`config.mk`:
```
export PLATFORM = sky130hd
export DESIGN_NAME = regfile_wb
export DESIGN_NICKNAME = d
export VERILOG_FILES = /design/src/rtl/regfile_wb.sv
export SDC_FILE = /design/constraint.sdc
export NUM_CORES = 1
export LEC_CHECK = 0
export ABC_AREA = 1
export ABC_CLOCK_PERIOD_IN_PS = 4100
export CAP_MARGIN = 20
export CORE_MARGIN = 8
export CORE_UTILIZATION = 59
export DETAILED_ROUTE_END_ITERATION = 10
export PLACE_DENSITY = 0.83
export SYNTH_ARGS = -nofsm -noshare
export SYNTH_HDL_FRONTEND = slang
export SYNTH_SLANG_ARGS = --single-unit
```
`constraint.sdc`:
```
create_clock -name clk_i -period 4.1 [get_ports clk_i]
set_input_delay 1.23 -clock clk_i [delete_from_list [all_inputs] [get_ports clk_i]]
set_output_delay 1.23 -clock clk_i [all_outputs]
set_load 0.05 [all_outputs]
```
`src/rtl/regfile_wb.sv`:
```
`default_nettype none
// ============================================================================
// Module   : regfile_wb
// Purpose  : Writeback initiator for the integer register file. Drives the
//            single register-file write port from two result sources:
//              - the single-cycle ALU path (strict priority), and
//              - the multi-cycle load path, buffered in a small FIFO so that
//                load results are not lost while the ALU holds the port.
//            A pending-load scoreboard flags RAW hazards on loads that have
//            been issued but not yet written back.
// Revision : 1.0 - initial release
// ----------------------------------------------------------------------------
// Parameters
//   DEPTH        load-result queue entries (power of two, >= 2)
// Ports
//   clk_i        clock
//   rst_i        asynchronous reset, active-high
//   alu_valid_i  ALU result valid this cycle (always accepted)
//   alu_rd_i     ALU destination index
//   alu_data_i   ALU result
//   alu_stall_o  queue full; upstream should hold further ALU results
//   ld_valid_i   load result valid
//   ld_ready_o   load queue can accept
//   ld_rd_i      load destination index
//   ld_data_i    load data
//   issue_load_i a load is issued this cycle
//   issue_rd_i   destination of the issued load
//   chk_rs1_i    source index 1 to check
//   chk_rs2_i    source index 2 to check
//   hazard_o     chk_rs1_i or chk_rs2_i has a pending load
//   wr_en_o      register-file write enable
//   rd_idx_o     register-file write index
//   rd_data_o    register-file write data
// ============================================================================
module regfile_wb #(
  parameter int DEPTH = 4
) (
  input  logic        clk_i,
  input  logic        rst_i,
  input  logic        alu_valid_i,
  input  logic [4:0]  alu_rd_i,
  input  logic [31:0] alu_data_i,
  output logic        alu_stall_o,
  input  logic        ld_valid_i,
  output logic        ld_ready_o,
  input  logic [4:0]  ld_rd_i,
  input  logic [31:0] ld_data_i,
  input  logic        issue_load_i,
  input  logic [4:0]  issue_rd_i,
  input  logic [4:0]  chk_rs1_i,
  input  logic [4:0]  chk_rs2_i,
  output logic        hazard_o,
  output logic        wr_en_o,
  output logic [4:0]  rd_idx_o,
  output logic [31:0] rd_data_o
);

  // Pointers are exactly log2(DEPTH) bits so they wrap on their own; the
  // occupancy counter needs one extra bit to represent "full".
  localparam int c_PTR_W = (DEPTH > 1) ? $clog2(DEPTH) : 1;
  localparam int c_CNT_W = c_PTR_W + 1;
  localparam logic [c_CNT_W-1:0] c_FULL = c_CNT_W'(DEPTH);

  // --------------------------------------------------------------------------
  // Load-result queue state
  // --------------------------------------------------------------------------
  logic [4:0]         r_q_rd   [DEPTH];
  logic [31:0]        r_q_data [DEPTH];
  logic [c_PTR_W-1:0] r_wptr;
  logic [c_PTR_W-1:0] r_rptr;
  logic [c_CNT_W-1:0] r_count;

  // Pending-load scoreboard, one bit per architectural register.
  logic [31:0]        r_pend;
  logic [31:0]        w_pend_nxt;

  // Registered write port.
  logic               r_wr_en;
  logic [4:0]         r_rd_idx;
  logic [31:0]        r_rd_data;

  logic               w_push;
  logic               w_pop;
  logic               w_empty;
  logic [4:0]         w_head_rd;
  logic [31:0]        w_head_data;

  // --------------------------------------------------------------------------
  // Flow control
  // --------------------------------------------------------------------------
  // Both handshake outputs are held low while reset is asserted so that no
  // upstream unit sees the queue as available before it is usable.
  assign w_empty     = (r_count == '0);
  assign ld_ready_o  = !rst_i && (r_count < c_FULL);
  assign alu_stall_o = !rst_i && (r_count == c_FULL);

  // A push is only admitted against the registered count, so a pop in the
  // same cycle as a full queue does not open a slot until the next cycle.
  assign w_push = ld_valid_i && ld_ready_o;

  // The ALU owns the port whenever it presents a result; the queue only
  // drains in cycles the ALU leaves idle.
  assign w_pop  = !alu_valid_i && !w_empty;

  assign w_head_rd   = r_q_rd[r_rptr];
  assign w_head_data = r_q_data[r_rptr];

  // --------------------------------------------------------------------------
  // Queue storage: data path only, contents are qualified by r_count so no
  // reset is needed here.
  // --------------------------------------------------------------------------
  always_ff @(posedge clk_i) begin
    if (w_push) begin
      r_q_rd[r_wptr]   <= ld_rd_i;
      r_q_data[r_wptr] <= ld_data_i;
    end
  end

  // --------------------------------------------------------------------------
  // Queue pointers and occupancy
  // --------------------------------------------------------------------------
  always_ff @(posedge clk_i or posedge rst_i) begin
    if (rst_i) begin
      r_wptr  <= '0;
      r_rptr  <= '0;
      r_count <= '0;
    end else begin
      if (w_push) begin
        r_wptr <= r_wptr + c_PTR_W'(1);
      end
      if (w_pop) begin
        r_rptr <= r_rptr + c_PTR_W'(1);
      end
      case ({w_push, w_pop})
        2'b10:   r_count <= r_count + c_CNT_W'(1);
        2'b01:   r_count <= r_count - c_CNT_W'(1);
        default: r_count <= r_count;
      endcase
    end
  end

  // --------------------------------------------------------------------------
  // Scoreboard next state
  // --------------------------------------------------------------------------
  // The clear is applied before the set so that a load retiring to the same
  // register that a new load is being issued to leaves the bit set: the
  // younger load is still outstanding. Bit 0 never records a hazard since
  // x0 is hard-wired.
  always_comb begin
    w_pend_nxt = r_pend;
    if (w_pop) begin
      w_pend_nxt[w_head_rd] = 1'b0;
    end
    if (issue_load_i) begin
      w_pend_nxt[issue_rd_i] = 1'b1;
    end
    w_pend_nxt[0] = 1'b0;
  end

  always_ff @(posedge clk_i or posedge rst_i) begin
    if (rst_i) begin
      r_pend <= '0;
    end else begin
      r_pend <= w_pend_nxt;
    end
  end

  // Hazard reflects only the registered scoreboard; an issue in this cycle
  // becomes visible in the next.
  assign hazard_o = ((chk_rs1_i != 5'd0) && r_pend[chk_rs1_i]) ||
                    ((chk_rs2_i != 5'd0) && r_pend[chk_rs2_i]);

  // --------------------------------------------------------------------------
  // Write-port output register
  // --------------------------------------------------------------------------
  // Writes to x0 are suppressed by deasserting the enable, but index and data
  // still follow the selected source and the entry is still consumed.
  always_ff @(posedge clk_i or posedge rst_i) begin
    if (rst_i) begin
      r_wr_en   <= 1'b0;
      r_rd_idx  <= 5'd0;
      r_rd_data <= 32'd0;
    end else if (alu_valid_i) begin
      r_wr_en   <= (alu_rd_i != 5'd0);
      r_rd_idx  <= alu_rd_i;
      r_rd_data <= alu_data_i;
    end else if (w_pop) begin
      r_wr_en   <= (w_head_rd != 5'd0);
      r_rd_idx  <= w_head_rd;
      r_rd_data <= w_head_data;
    end else begin
      r_wr_en   <= 1'b0;
    end
  end

  assign wr_en_o   = r_wr_en;
  assign rd_idx_o  = r_rd_idx;
  assign rd_data_o = r_rd_data;

endmodule
`default_nettype wire

```
# ---- After elaboration in Yosys (flattened, before gate mapping)
# Memory sizes are Yosys's and may differ from the RTL's.
# Cells that the tools add are included.
# W data, S select, Z words.
dict set report op_classes {
  add_sub_neg 4
  n_lt_le_gt_ge 7
  n_eq_ne 3
  n_mux 19
  n_bitwise 3
  reduce_logical 19
}
# op n
set op_table {}
lappend op_table {{$mux W32} 4}
lappend op_table {{$and A32 B32 Y32} 1}
lappend op_table {{$not A32 Y32} 1}
lappend op_table {{$or A32 B32 Y32} 1}
lappend op_table {{$lt A5 B6 Y1 const B} 4}
lappend op_table {{$reduce_bool A5 Y1} 4}
lappend op_table {{$bmux W1 S5} 2}
lappend op_table {{$demux W1 S5} 2}
lappend op_table {{$ge A5 B1 Y1 const B} 2}
lappend op_table {{$mux W5} 2}
lappend op_table {{$logic_and A1 B1 Y1} 8}
lappend op_table {{$mux W1} 8}
lappend op_table {{$pmux W3 S2} 1}
lappend op_table {{$add A2 B1 Y2 const B} 2}
lappend op_table {{$reduce_bool A2 Y1} 2}
lappend op_table {{$add A3 B1 Y3 const B} 1}
lappend op_table {{$eq A3 B3 Y1 const B} 1}
lappend op_table {{$logic_not A1 Y1} 3}
lappend op_table {{$logic_not A3 Y1} 1}
lappend op_table {{$lt A3 B3 Y1 const B} 1}
lappend op_table {{$sub A3 B1 Y3 const B} 1}
lappend op_table {{$eq A2 B1 Y1 const B} 1}
lappend op_table {{$eq A2 B2 Y1 const B} 1}
lappend op_table {{$logic_or A1 B1 Y1} 1}
dict set report word_totals {
  reg_bits 76
  ram_bits 148
  in_bits 94
  output_inout_bits 41
  word_cells 64
  memories 2
}
# name depth word_bits rd rd_clocked_by_memory_dff wr line_no
set mem_list {}
lappend mem_list {r_q_data 4 32 1 0 1 68} ;# logic [31:0] r_q_data [DEPTH];
lappend mem_list {r_q_rd 4 5 1 0 1 67} ;# logic [4:0] r_q_rd [DEPTH];

# ---- Longest topological paths before layout
# Gate-level depths: netlist of the first run.
# An unclocked memory read counts as a cell.
dict set report logic_depth {
  ltp_word 10
  depth_mapped 13
  depth_no_buf 12
}

# ---- Worst setup path after synthesis of the first run
# OpenSTA, ideal clock, no wires.
dict set report synth_timing {
  kind {input-to-reg}
  start {input rst_i}
  end {memory r_q_data[0][0], enable pin}
  setup_time_ns 0.431
  t_arrival_ns 3.918
  t_required_ns 3.669
  setup_slack_ns -0.249
  stages 3
  path_buffers 0
  path_cell_list {nor2_1 -> nand2_1 -> nor2_1}
}
dict set report synth_between {
  elab_chain_len 5
}
# item line_no
set synth_rtl {}
lappend synth_rtl {{from (decl)} 39} ;# input logic rst_i,
lappend synth_rtl {{$logic_not A1 Y1 (no line)} --}
lappend synth_rtl {{$logic_and A1 B1 Y1} 94} ;# assign ld_ready_o = !rst_i && (r_count < c_FULL);
lappend synth_rtl {{$logic_and A1 B1 Y1} 99} ;# assign w_push = ld_valid_i && ld_ready_o;
lappend synth_rtl {{$mux W1} 113} ;# if (w_push) begin
lappend synth_rtl {{$mux W1 (not written as such)} 115} ;# r_q_data[r_wptr] <= ld_data_i;
lappend synth_rtl {{to (decl)} 68}
# Every way passes these cells.

# ---- Worst setup path in the final report of the first run
dict set report layout_timing {
  start {input chk_rs1_i[2]}
  end {output hazard_o}
}
dict set report layout_between {
  elab_chain_len 4
  elab_cells_between_ends 5
  classes_between {mux (2); reduce/logical (3)}
}
# item line_no
set layout_rtl {}
lappend layout_rtl {{from (decl)} 50} ;# input logic [4:0] chk_rs1_i,
lappend layout_rtl {{$bmux W1 S5} 170} ;# assign hazard_o = ((chk_rs1_i != 5'd0) && r_pend[chk_rs1_i]) ||
lappend layout_rtl {{$mux W1 (not written as such)} 170}
lappend layout_rtl {{$logic_and A1 B1 Y1 (*)} 170}
lappend layout_rtl {{$logic_or A1 B1 Y1 (*)} 170}
lappend layout_rtl {{to (decl)} 52} ;# output logic hazard_o,
# Mark *: on every way between the ends. The rest lies on a longest branch, timed or not. The select of a mux whose other input is x is not followed.

==> results of run 1 <==
[critical path: cells and delay by family]
family                 cells  cell delay [ns]
buffers and inverters      4             0.91
and+or+nand+nor            8             0.64
[synthesized netlist by cell type (all sizes together), types with 2 or more instances]
library cell and n:
buf 26, ha 5, nor2 115, o211ai 69
nand2 203, o21ai 129, inv 61, a31oi 2
clkbuf 19, a21oi 4, dfrtp 76, a221o 2
xor2 3, edfxtp 148, nand3 64
[kinds of logic (layout without fill, tap and decap cells)]
family / after synthesis / after routing / share of synthesized area
adder cells (fa/ha/maj): 6 / 6 / 0.008526
XOR/XNOR: 4 / 4 / 0.003618
buffers and inverters: 106 / 258 / 0.04689
AND/OR/NAND/NOR: 383 / 383 / 0.1593
AO/OA/AOI/OAI: 207 / 207 / 0.1265
flip-flops: 224 / 224 / 0.6552
[flip-flops by register name (all words and copies together), names as in the netlist]
register / count
r_q_data: 128
rd_data_o: 32
rd_idx_o: 5
r_pend: 31
wr_en_o: 1
r_wptr: 2
r_q_rd: 20
r_count: 3
r_rptr: 2
[layer usage]
metal | share of wire | up-vias | wire length (um) | track usage
met5 | 0 | - | 0 | 0
met4 | 0.016 | 0 | 371 | 0.06586
met3 | 0.086 | 33 | 1983 | 0.04721
met2 | 0.49 | 305 | 11230 | 0.3720
met1 | 0.41 | 3513 | 9480 | 0.2918
li1 | - | 3497 | - | -
[how the worst max path moves through the flow]
stage                 startpoint  slack [ns]                  endpoint
floorplan                  rst_i       -0.25  r_q_data[0][0]$_DFFE_PP_
global placement    chk_rs2_i[2]        0.03                  hazard_o
detailed placement  chk_rs2_i[2]        0.04                  hazard_o
CTS                 chk_rs1_i[2]        0.03                  hazard_o
global route        chk_rs1_i[2]        0.03                  hazard_o
finish              chk_rs1_i[2]        0.09                  hazard_o
[area by class of cell]
class | instances | share of cell area
Inverter | 61 | 0.01970
Tap cell | 220 | 0.02281
Clock buffer | 29 | 0.05204
Timing Repair Buffer | 158 | 0.1321
Multi-Input combinational cell | 600 | 0.2438
Sequential cell | 224 | 0.5259
Clock inverter | 10 | 0.003628
[repair_timing]
item | in CTS | in global routing
setup buffers | 1 | 4
setup endpoints to repair | 1 | 1
resized for setup | 1 | 10
gates cloned | 0 | 0
[through the flow]
stage / hold slack, ns / area [sq um] / setup WS, ns
finish: 0.4767 / 12070 / 0.08911
global route: 0.4999 / 12070 / 0.03109
CTS: 0.4819 / 12010 / 0.03082
detailed placement: 0.4658 / 11310 / 0.03546
global placement: 0.4617 / 11310 / 0.03132
floorplan: 0.4584 / 9686 / -0.2491
[report_power, final]
part	internal (mW)	total (mW)	leakage, nW	switching [mW]
clock	1.07	1.86	0.336	0.789
combinational	0.997	3.08	2.07	2.09
sequential	2.88	3.18	2.23	0.301
==> summary by stage, run 1 <==
Outcome
The run finished with clean final reports.

Timing
The max-slew violation count came to 0. The post-route fraction of the period consumed by the critical path is 0.9783. The clock tree skew after final layout is 0.007365 ns.

Setup violations remaining at the end of the flow were counted as 0. In this run the tightest slew margin relative to its limit is 0.4396. After routing, the total negative slack on setup checks comes to 0 ns. Derived from the worst setup path, the maximum achievable clock frequency is 249.3 MHz.

Setup repair after global routing left no endpoint under its margin. The minimum clock period is 4.011 ns. The number of endpoints with negative hold slack in the final report was 0.

The transition time at the pin with the least slew margin is ~0.84 ns.

Floorplan
The number of ports placed on the die boundary is 135. The initial standard-cell utilization of the core is 0.5946. After floorplanning, the core was divided into 47 placement rows. The die extent in x is ~140 um. The core box area is about 16000 sq um. The overall die area is 20770 sq um. Measured along the y axis, the die boundary spans 144.1 um.

CTS
Clock-pin slew was measured on the worst setup and hold paths at 0.06 ns. For this design, the CTS-stage hold fixing added 0 buffers. No sink is reached through more buffers than the 3 on the longest clock path. TritonCTS built the clock tree. The CTS buffer count is 22. The H-tree level count is 1. The later pin in the worst-skew pair is clocked with a latency of 0.50 ns. The sink count of the clock tree is 224. The tree is rooted in a clkbuf_16.

Synth
The gate count of the mapped netlist is 930. Of all flip-flops after synthesis, the portion carrying an async set or reset was 0.3393. The mapped cell area is 9686 sq um. The cell taking the most area after synthesis is edfxtp_1. The distinct cell type count after synthesis is 28. The number of warning messages in the yosys log is 0.

The share of the Yosys chip area taken by registers is 0.6552. The number of enable-type register cells in the synthesized netlist is 148. The total nets after synthesis is 1030. The average instance in the mapped netlist occupies 10.41 sq um. Among all flip-flop cells after synthesis, the most frequent one is edfxtp_1. After synthesis, the cell types taking the most area are edfxtp_1, dfrtp_1, nand2_1, o21ai_0, o211ai_1. The flip-flop and latch count after synthesis is ~220. The area share of the largest cell type after synthesis is 0.4589.

Routing
After the first detailed-routing iteration, the DRC count stood at 623. The final routed DRC violation total is 0. Dividing the detail-routed wire length by the instance count gives 17.72 um.

The ratio of routed vias to standard cells is 5.644. The via count of the routed design is between 7000 and 8000. The first TritonRoute pass finished after 5 iterations.

The aggregate routed wire length is roughly 23000 um. The detail route stage leaves a number of antenna-violating nets equal to 0.

Global routing
The first global-routing pass estimated 36630 um of wire. The final global-route overflow total is 0. The largest net degree at the start of global routing is 65. The number of antenna violations at the first check in global routing is 0. The total global-route track usage is 0.2240. The via count of the first global-routing pass was around 7200.

Layout
The share of final-layout standard cells stronger than drive strength 1 is 0.07486. The final layout contains 1167 nets. The multi-input combinational cell area is 2943 sq um. The count of fill cells added during filler insertion is 1128. The filler-free cell count of the finished design is ~1300. The library cell used most frequently in the layout, excluding fill and tap cells, is nand2_1. The area growth from synthesis to layout is 24.61%. The antenna diode instance count is 0. Leaving out fill and tap cells, the most frequent cells in the layout are nand2_1, edfxtp_1, clkdlybuf4s50_1. The footprint of the flip-flops and latches is 6347 sq um. The core occupancy in the finished layout is 0.7409.

Pwr
The worst voltage drop across the vdd grid is 0.5320 mV. In this run the power density over the cells is 673.4 nW/um^2. The standby leakage power is 4.635 nW. Total power for the finished layout comes to 8.127 mW.

Critical path
The highest-delay cell along the critical path is clkdlybuf4s50_1. The critical path's most frequent cell is nand2_1. The number of cells on the worst reg-to-reg path is 8.

The launch instance of the worst register-to-register path is r_rptr[0]$_DFFE_PP0N_. The worst setup path is launched from a primary input. The highest fanout seen on the critical path is 5. The critical path goes through clkdlybuf4s50_1, inv_1, nor2_4, nand2_1, nand3_1, nand2_1, nand3_1, nand3_1, nand2_1, inv_1, nand2_1, buf_12.

The critical path's largest stage delay is 0.58 ns. The setup path with the least slack is of type primary input to output port. The worst path arrival time is roughly 2.8 ns. The worst flop-to-flop path endpoint is r_pend[29]$_DFF_PP0_. At the worst endpoint, the required time is 2.87 ns. The register-to-register setup slack is 1.51 ns. STA classifies the critical path endpoint as an output port.

Placement
The routability congestion estimate from global placement is about 0.93. The placed wire-length estimate after detailed placement is 15280 um. In this run, placement finished with an instance count of 1258. The number of port buffers is 134.

Min path
The worst hold path was traced through 2 stages. The worst min-delay path class is flop to flop. The worst hold path endpoint is rd_data_o[13]$_DFFE_PP0P_. In this run the most critical hold path is launched from rd_data_o[13]$_DFFE_PP0P_.

Run
The count of maximum capacitance violations is 0.
Power figures use the tool's default switching activity.
==> inputs of run 2 (changes only) <==
ABC_AREA = default   (was 1)
CORE_UTILIZATION = 58   (was 59)
PLACE_DENSITY = 0.82   (was 0.83)
REMOVE_ABC_BUFFERS = 1   (was default)
==> run 2 against run 1 <==
Utilization grew 0.80 points. Largest power group unchanged. Power shrank 0.92%. Register-to-register slack is essentially flat. Sequential share of layout area grew 1.2 points.
==> summary by stage, run 2 <==
Layout
The register containing the most flip-flops in the final layout is r_q_data (unchanged). The share of final-layout standard cells stronger than drive strength 1 was 0.1620 (was 0.07486). The count of fill cells added during filler insertion was 952 (was 1128). The layout overhead on the synthesized area is 27.49% (was 24.61%). The flip-flop count of the largest register after layout is 128 (unchanged).

The commonest non-fill, non-tap cell in the layout is edfxtp_1 (was nand2_1). The filler-free cell count of the finished design is 964 (was 1302). The final-stage net count was 829 (was 1167).

Commonest cells after routing, fill and taps aside: edfxtp_1, clkdlybuf4s50_1, o21ai_0 (was nand2_1, edfxtp_1, clkdlybuf4s50_1). The core occupancy in the finished layout is 0.7489 (was 0.7409).

Pwr
The worst voltage drop across the vdd grid was 0.5173 mV (was 0.5320 mV). The standby leakage power is 4.263 nW (was 4.635 nW). The total power per unit cell area is 681.8 nW/um^2 (was 673.4 nW/um^2).

Floorplan
The floorplan die height came to 142.4 um (was 144.1 um). The standard-cell row count came to 46 (was 47). The core box area is 15770 sq um (was 16290 sq um).

The number of ports placed on the die boundary is 135 (unchanged). The initial standard-cell utilization of the core is 0.5874 (was 0.5946). The die extent in x was 142.4 um (was 144.1 um). The overall die area is 20270 sq um (was 20770 sq um).

CTS
The CTS buffer count came to 24 (was 22). The sink count of the clock tree was 224 (unchanged). The CTS tree is done (unchanged). The clock network latency to the later pin of the worst-skew pair is 0.51 ns (was 0.50 ns). The clock slew at the register clock pins of the worst setup and hold paths is 0.06 ns (about the same).

The H-tree level count came to 1 (unchanged). The buffer depth of the longest clock path was 3 (unchanged). The root buffer selected by CTS is clkbuf_16 (unchanged).

Synth
The share of cell area taken by muxes after synthesis is 0.1646 (was 0). The xor/xnor cell area share of the yosys netlist is 0.005673 (was 0.003617). The arithmetic-cell share of the synthesized area counting full adders, half adders and majority gates is 0.008914 (was 0.008526). The mean cell area of the mapped netlist is 16.20 sq um (was 10.41 sq um). The combinational family with the most area after synthesis is multiplexers (was simple AND/OR/NAND/NOR gates). The simple-gate area share of the yosys netlist is 0.05294 (was 0.1593).

The complex-gate fraction of the synthesized area is 0.06591 (was 0.1265). The number of warning messages in the yosys log is 0 (unchanged). Synth top cells by count: edfxtp_1, o21ai_0, dfrtp_1 (was nand2_1, edfxtp_1, nor2_1). Ranking of synthesized cells by area: edfxtp_1, dfrtp_1, mux4_2, o21ai_0, mux2i_1 (was edfxtp_1, dfrtp_1, nand2_1, o21ai_0, o211ai_1).

The async set or reset register ratio after synthesis came to 0.3393 (unchanged). The post-synthesis sequential area ratio is 0.6850 (was 0.6552). The top flip-flop cell by instance count after synthesis is edfxtp_1 (unchanged). The distinct cell type count after synthesis was 44 (was 28).

The area share of the largest cell type after synthesis came to 0.4797 (was 0.4589). The flip-flop and latch count after synthesis is 224 (unchanged). The cell with the most instances after synthesis is edfxtp_1 (was nand2_1). The mapped cell area is 9264 sq um (was 9686 sq um). The number of enable-type register cells in the synthesized netlist was 148 (unchanged). The gate count of the mapped netlist is 572 (was 930). The cell taking the most area after synthesis was edfxtp_1 (unchanged).

Routing
The count of routing violations after the opening detailed-route iteration is 419 (was 623). The aggregate routed wire length was 22270 um (was 23070 um). The remaining antenna violation count after routing is 0 (unchanged). The ratio of routed vias to standard cells is 5.996 (was 5.644). The via count of the routed design was 5780 (was 7348).

The number of iterations in the first detailed-routing pass came to 6 (was 5). The final routed DRC violation total came to 0 (unchanged). The average routed wire per standard cell was 23.10 um (was 17.72 um).

Global routing
The largest net degree at the start of global routing is 70 (was 65). The via count of the first global-routing pass came to 6409 (was 7226). The total global-route track usage is 0.2245 (was 0.2240).

The final global-route overflow total is 0 (unchanged). The number of antenna violations at the first check in global routing came to 2 (was 0). The global-route wire length before repair came to 34870 um (was 36630 um).

Timing
RSZ-0062 raised after global routing: no (unchanged). The number of setup violations in the final report is 0 (unchanged). The transition time at the pin with the least slew margin is 0.7550 ns (was 0.8396 ns). The minimum clock period is 4.034 ns (was 4.011 ns). The highest clock frequency the design can meet was 247.9 MHz (was 249.3 MHz). The worst slew margin relative to its limit came to 0.4967 (was 0.4396). The post-route fraction of the period consumed by the critical path is 0.9840 (was 0.9783). The max-slew violation count came to 0 (unchanged). The number of endpoints with negative hold slack in the final report is 0 (unchanged).

The worst path setup slack after routing came to 0.06577 ns (was 0.08911 ns). The clock tree skew after final layout is 0.02165 ns (was 0.007365 ns).

Placement
The post-place setup slack is -0.2467 ns (was 0.03546 ns). The placed wire-length estimate after detailed placement is 14910 um (was 15280 um). The routability congestion estimate from global placement was 0.9403 (was 0.9267). The count of placed standard cells including taps is 919 (was 1258).

The number of port buffers is 134 (unchanged).

Critical path
The sort of element at the end of the critical path is an output port (unchanged). The required time at the endpoint of the critical path is 2.87 ns (about the same). The worst path arrival time is 2.80 ns (was 2.78 ns). The startpoint-to-endpoint class of the critical path is primary input to output port (unchanged).

The startpoint kind of the worst setup timing path is a primary input (unchanged). The highest fanout seen on the critical path is 6 (was 5). The number of cells on the worst reg-to-reg path came to 4 (was 8).

Min path
The worst min-delay path class is flop to flop (unchanged). The number of stages on the worst hold path is 2 (unchanged).

Run
The count of maximum capacitance violations is 0 (unchanged).

Outcome
Run status: completed (unchanged).
## run 2: cell count changes in the layout (fill, tap and decap cells not counted), sizes merged, moves of 4 or more
cell | before | now
nand3 | 64 | 8
o21ai | 129 | 97
mux4 | 0 | 48
and3 | 0 | 4
clkbuf | 29 | 38
nand2 | 203 | 43
nor2 | 115 | 12
a222oi | 0 | 5
mux2i | 0 | 41
clkinv | 11 | 6
nand3b | 0 | 10
inv | 58 | 13
o211ai | 69 | 1
## run 2: final timing paths
check / from / end / slack (ns)
max in group asynchronous: rst_i / rd_data_o[28]$_DFFE_PP0P_ / 2.23
setup reg to reg: r_rptr[0]$_DFFE_PP0N_ / r_pend[2]$_DFF_PP0_ / 1.50
hold reg to reg: rd_data_o[21]$_DFFE_PP0P_ / rd_data_o[21]$_DFFE_PP0P_ / 0.48
min in group asynchronous: rst_i / r_pend[6]$_DFF_PP0_ / 1.12
hold / removal: rd_data_o[21]$_DFFE_PP0P_ / rd_data_o[21]$_DFFE_PP0P_ / 0.48
setup / recovery: chk_rs1_i[2] / hazard_o / 0.07
## run 2: report_power, final
part	total, mW	internal, mW	switching [mW]
combinational	2.65	1.12	1.53
clock	2.10	1.27	0.826
sequential	3.30	2.89	0.414
## run 2: logic make-up after synthesis
family,after synthesis
and+or+nand+nor,96
DFF,224
xor gates and xnor gates,6
buffers and inverters,38
AOI/OAI and AO/OA,111
muxes,91
adders and majority gates,6
## run 2: layout make-up
type | count | area (sq um) | share of cell area
inverter | 14 | 53.80 | 0.004556
clock buffer | 37 | 720.7 | 0.06102
tap | 216 | 270.3 | 0.02288
antenna | 1 | 2.502 | 0.0002119
sequential | 224 | 6349 | 0.5376
timing repair buffer | 155 | 1569 | 0.1329
multi-input combinational | 310 | 2781 | 0.2355
clock inverter | 7 | 63.81 | 0.005403
## run 2: through the flow
stage / hold slack, ns / instance area, sq um / power [mW] / TNS, ns
finish: 0.4763 / 11810 / 8.052 / 0
global route: 0.5059 / 11810 / 8.398 / 0
CTS: 0.4822 / 11810 / 8.102 / 0
detailed placement: 0.4693 / 11020 / 5.982 / -0.2467
global placement: 0.4597 / 11020 / 5.911 / -0.2397
floorplan: 0.4693 / 9160 / 4.965 / -4.569
## run 2: per-layer routing
metal  part of all wire  global-route usage
met5            0.00058                   0
met4              0.025             0.07830
met3              0.078             0.06172
met2               0.52              0.3909
met1               0.37              0.2632
## run 2: timing repair
item,in CTS,in global routing
gates resized for setup,6,2
setup endpoints to repair,1,1
hold buffers,0,0
setup buffers,0,0
## run 2: worst max-delay path, cell delays in order
cell           delay, ns
dlygate4sd2_1       0.24
buf_12              0.13
mux4_2              0.50
nor4b_2             0.22
nor2_1              0.06
nand4_1             0.11
nand4_1             0.12
buf_6               0.18
==> inputs of run 3 (changes only) <==
HOLD_SLACK_MARGIN = 0.03   (was default)
==> results of run 3 <==
The final DEF is identical to that of run 2; final timing and power are the same.
